[src/rtl/barrel_step_shifter.sv]
// rtl/barrel_step_shifter.sv - multi-mode N-bit shift register with single-step and burst operation
module barrel_step_shifter #(
  parameter int N  = 8,
  parameter int AW = 3
) (
  input  logic          Clock,
  input  logic          Reset,
  input  logic [N-1:0]  I,
  input  logic [2:0]    Op,
  input  logic          W,
  input  logic [AW-1:0] Amount,
  input  logic          Start,
  output logic [N-1:0]  Q,
  output logic          SerialOut,
  output logic          Busy,
  output logic          Done
);

  typedef enum logic [1:0] {
    S_IDLE = 2'd0,
    S_RUN  = 2'd1,
    S_DONE = 2'd2
  } state_t;

  localparam logic [2:0] OP_HOLD = 3'd0;
  localparam logic [2:0] OP_SLL  = 3'd1;
  localparam logic [2:0] OP_SRL  = 3'd2;
  localparam logic [2:0] OP_LOAD = 3'd3;
  localparam logic [2:0] OP_ROL  = 3'd4;
  localparam logic [2:0] OP_ROR  = 3'd5;
  localparam logic [2:0] OP_SRA  = 3'd6;

  state_t        state_q, state_d;
  logic [N-1:0]  q_q, q_d;
  logic          so_q, so_d;
  logic [AW-1:0] cnt_q, cnt_d;
  logic [2:0]    opr_q, opr_d;

  logic [2:0]    sel_op;
  logic [N-1:0]  step_q;
  logic          step_so;
  logic          start_burst;

  // Only shift/rotate ops can start a burst; hold, load and reserved run as a single step.
  function automatic logic is_shift_op(input logic [2:0] op);
    return (op == OP_SLL) || (op == OP_SRL) || (op == OP_ROL) ||
           (op == OP_ROR) || (op == OP_SRA);
  endfunction

  // During a burst the captured op drives the datapath; otherwise the live Op does.
  always_comb begin
    sel_op      = (state_q == S_RUN) ? opr_q : Op;
    start_burst = Start && is_shift_op(Op);
  end

  // One step of the datapath for the selected op; bit loops keep N=1 legal.
  always_comb begin
    step_q  = q_q;
    step_so = so_q;
    case (sel_op)
      OP_SLL: begin
        step_so   = q_q[N-1];
        step_q[0] = W;
        for (int i = 1; i < N; i++) step_q[i] = q_q[i-1];
      end
      OP_SRL: begin
        step_so     = q_q[0];
        step_q[N-1] = W;
        for (int i = 0; i < N-1; i++) step_q[i] = q_q[i+1];
      end
      OP_LOAD: begin
        step_q = I;
      end
      OP_ROL: begin
        step_so   = q_q[N-1];
        step_q[0] = q_q[N-1];
        for (int i = 1; i < N; i++) step_q[i] = q_q[i-1];
      end
      OP_ROR: begin
        step_so     = q_q[0];
        step_q[N-1] = q_q[0];
        for (int i = 0; i < N-1; i++) step_q[i] = q_q[i+1];
      end
      OP_SRA: begin
        step_so     = q_q[0];
        step_q[N-1] = q_q[N-1];
        for (int i = 0; i < N-1; i++) step_q[i] = q_q[i+1];
      end
      default: begin
        step_q  = q_q;
        step_so = so_q;
      end
    endcase
  end

  // Next-state logic: single steps in IDLE, counted steps in RUN, one idle DONE cycle.
  always_comb begin
    state_d = state_q;
    q_d     = q_q;
    so_d    = so_q;
    cnt_d   = cnt_q;
    opr_d   = opr_q;
    case (state_q)
      S_IDLE: begin
        if (start_burst) begin
          if (Amount != '0) begin
            opr_d   = Op;
            cnt_d   = Amount;
            state_d = S_RUN;
          end else begin
            state_d = S_DONE;
          end
        end else begin
          q_d  = step_q;
          so_d = step_so;
        end
      end
      S_RUN: begin
        q_d   = step_q;
        so_d  = step_so;
        cnt_d = cnt_q - AW'(1);
        if (cnt_q == AW'(1)) state_d = S_DONE;
      end
      S_DONE: begin
        state_d = S_IDLE;
      end
      default: begin
        state_d = S_IDLE;
      end
    endcase
  end

  // State registers with synchronous active-low reset that also aborts a burst.
  always_ff @(posedge Clock) begin
    if (!Reset) begin
      state_q <= S_IDLE;
      q_q     <= '0;
      so_q    <= 1'b0;
      cnt_q   <= '0;
      opr_q   <= OP_HOLD;
    end else begin
      state_q <= state_d;
      q_q     <= q_d;
      so_q    <= so_d;
      cnt_q   <= cnt_d;
      opr_q   <= opr_d;
    end
  end

  assign Q         = q_q;
  assign SerialOut = so_q;
  assign Busy      = (state_q == S_RUN);
  assign Done      = (state_q == S_DONE);

endmodule

[config.mk]
export PLATFORM = sky130hd
export DESIGN_NAME = barrel_step_shifter
export DESIGN_NICKNAME = d
export VERILOG_FILES = /design/src/rtl/barrel_step_shifter.sv
export SDC_FILE = /design/constraint.sdc
export NUM_CORES = 1
export LEC_CHECK = 0
export ABC_AREA = 1
export BUFFER_PORTS_ARGS = -buffer_cell sky130_fd_sc_hd__buf_2
export CAP_MARGIN = 20
export CORE_ASPECT_RATIO = 0.9
export CORE_MARGIN = 4
export CORE_UTILIZATION = 48
export CTS_CLUSTER_DIAMETER = 150
export DETAILED_ROUTE_END_ITERATION = 8
export PLACE_DENSITY = 0.75
export SYNTH_ARGS = -nofsm -noshare
export SYNTH_HDL_FRONTEND = slang
export SYNTH_SLANG_ARGS = --single-unit
export TNS_END_PERCENT = 30
[constraint.sdc]
create_clock -name Clock -period 1.5 [get_ports Clock]
set_input_delay 0 -clock Clock [delete_from_list [all_inputs] [get_ports Clock]]
set_output_delay 0 -clock Clock [all_outputs]
set_load 0.05 [all_outputs]
==> results.ini <==
[cts]
cts_htree_levels = 1
worst_skew_pair.late_latency_ns = 0.30
cts_sinks = 17
ctsRootBufferMaster = clkbuf_4
clkTransAtPathRegs_ns = 0.10
cts_inserted_buffers = 3
cts_max_path_buffers = 2
tritoncts_clock_tree = yes

[global_routing]
grt_start_max_net_pins = 14
first_pass_grt_wire_length_um = 5240
grt-ovfl-total = 0
track_usage_pct = 17.8
antenna_violations_before_repair = 0
grt_pass1_vias = 1210

[route]
detail_route.drc_violations = 0
avgRoutedWirePerCell_um = 12.9
drc_marker_count_from_the_first_detailed_route_iteration = 30
drt_wl_total_um = 3460
first_pass_iters = 4
detail_route.vias_per_cell = 5.09
route.vias.total = 1365
drt.antenna.violating_nets = 0

[placement]
portBuffers = 28
post-place-cells = 259
dp_hpwl_um = 2230
gp_congestion = 0.824
instance_area_at_placement_um2 = 1500

[sta]
timing.final.max_slew_violations = 0
slew_margin_rel_pct = 79.9
finalHoldWorstSlack_ns = 0.0397
clock_skew_ns = 0.00125
period_needed_ns = 1.56
rsz_0062_raised_after_global_routing = yes
final.period_utilization_pct = 104
finalHoldViolations = 0
setup_viol = 7
fin_setup_tns_ns = -0.241
max_clock_freq_mhz = 643
postLayoutSetupSlackWorst_ns = -0.0555
tightestPinTransition_ns = 0.300

[floorplanning]
die_height_um = 56.7
start_util_pct = 50.8
io_pins = 29
die_area_um2 = 3520
core_area_um2 = 2490
standard_cell_row_count = 17
die_w_um = 62.1

[layout]
antenna_cells = 0
finish.net_count = 261
finalNonFillerCells = 268
drive_above_1_share_pct = 42.1
filler_cell_count = 204
most_used_cells_in_the_layout_excluding_fill_and_tap_cells = inv_1 (28), nor2_1 (28), buf_2 (28)
postLayoutCellArea_um2 = 1770
areaGrowthSynthToFinish_pct = 39.7

[worst_setup_path]
slowest_stage = dfxtp_4
timing_worst_setup_path_type = reg2reg
arrival_ns = 1.80
cp_max_fo = 5
crit_chain = buf_6 > nand3b_1 > nand2_2 > nand3_1 > buf_4 > nor2_1 > nor2_1 > nand3_1 > nand2_1 > a21oi_2
critical_path_required_ns = 1.74
setup.worst_path.end_class = flop
max_stage_delay_ns = 0.42
critPathLaunchType = flop

[synthesis]
synth.cell_area_um2 = 1260
synth_compound_gate_area_share_pct = 16.2
postSynthCellCount = 192
synth-simple-area-share_pct = 39.9
count_of_state_elements_after_synthesis = 17
seq_area_frac_synth_pct = 26.9
yosys.area_share.xor_xnor_pct = 0.692
largest_family_of_logic_cells_by_synthesized_area = simple AND/OR/NAND/NOR gates
post_synth.cell_area_avg_um2 = 6.59
postSynthNetCount = 212
most_area_consuming_cells_after_synthesis = dfxtp_1 (27%), nor2_1 (10%), inv_1 (8.9%)
yosysTopAreaCellShare_pct = 26.9
synthDistinctLibCells = 25
synth_top_cell_by_area = dfxtp_1
muxShareOfSynthArea_pct = 0
ys_warn_count = 0
synth_adder_area_share_pct = 1.98

[min_path]
worstHoldPathType = in2reg

[power]
report.power.total_uw = 1860
powerDensity_nw_per_um2 = 1050
power_leakage_uw = 0.000865
vdd_ir_drop_max_uv = 824

[flow_run]
max-cap-violations = 0

[status]
violated_checks = setup timing
outcome = complete, but fails checks

critical path, delay by kind of cell (launching register included):
kind                   cells  cell delay [ns]
buffers and inverters      2             0.29
AO/OA/AOI/OAI              1             0.11
flip-flops                 1             0.42
AND/OR/NAND/NOR            7             0.68
cell type report:
| cell class | count | area [µm²] | share of cell area (%) |
|---|---|---|---|
| inverters | 32 | 130 | 7.37 |
| multi-input cells | 139 | 913 | 51.7 |
| flip-flops and latches | 17 | 345 | 19.5 |
| well taps | 28 | 35.0 | 1.98 |
| clock buffers | 4 | 26.3 | 1.49 |
| repair buffers | 48 | 317 | 17.9 |
registers in the layout, summed over array words and instances, names as in the netlist:
| register | flops |
|---|---|
| Q | 8 |
| SerialOut | 1 |
| cnt_q | 3 |
| opr_q | 3 |
| state_q | 2 |
timing repair:
item / in CTS / in global routing
pin swaps: 3 / 18
buffers inserted: 0 / 1
cloned: 1 / 0
endpoints found under the hold margin: 3 / 0
hold buffers: 3 / 0
resized for setup: 8 / 43
setup endpoints to repair: 9 / 9
kinds of logic after synthesis:
logic type               count (synthesis)
AND/OR/NAND/NOR                         99
buffers and inverters                   37
XOR/XNOR                                 1
AO/OA/AOI/OAI                           36
flip-flops                              17
adder cells (fa/ha/maj)                  2
report_power, final:
part	switching, µW	internal, µW	total (µW)
Clock	150	104	254
Combinational	651	353	1000
Sequential	75.8	525	601
Total	877	982	1860
cells in the mapped netlist:
cell type and number:
a21boi_0 1, ha_1 2, inv_4 2, dfxtp_1 17, nand3b_1 2, xor2_1 1
nor2_1 34, nand3_1 13, clkbuf_1 1, a31oi_1 2, inv_1 30, a211oi_1 1
nand2_1 27, a21boi_4 1, nand4_1 2, a21oi_1 12, nand2_4 10, buf_8 2
a21oi_2 1, nand2_2 8, nor3_1 2, o21ai_1 6, o21ai_0 12, buf_6 2
nand3_2 1
stage by stage:
| stage | util [%] | worst slack (ns) |
|---|---|---|
| floorplan | - | 0.0210 |
| global placement | 60.4 | -0.0904 |
| detailed placement | 60.4 | -0.113 |
| CTS | 63.7 | -0.0105 |
| global route | 71.0 | -0.148 |
| finish | 71.0 | -0.0555 |
final timing paths:
check	start	to	slack (ns)	cells after the start
max	state_q[0]	Q[0]	-0.06	10
min	Op[0]	opr_q[0]	0.04	3
max reg2reg	state_q[0]	Q[0]	-0.06	10
min reg2reg	SerialOut	SerialOut	0.48	2
metal layers:
metal  GRT usage [%]  routed length [µm]  vias to the layer above
met4            3.72                  59                        0
met3            4.60                 192                       10
met5               0                   0                        -
li1                -                   -                      707
met2            27.5                1640                       41
met1            24.5                1570                      607
(Power assumes the default switching activity.)
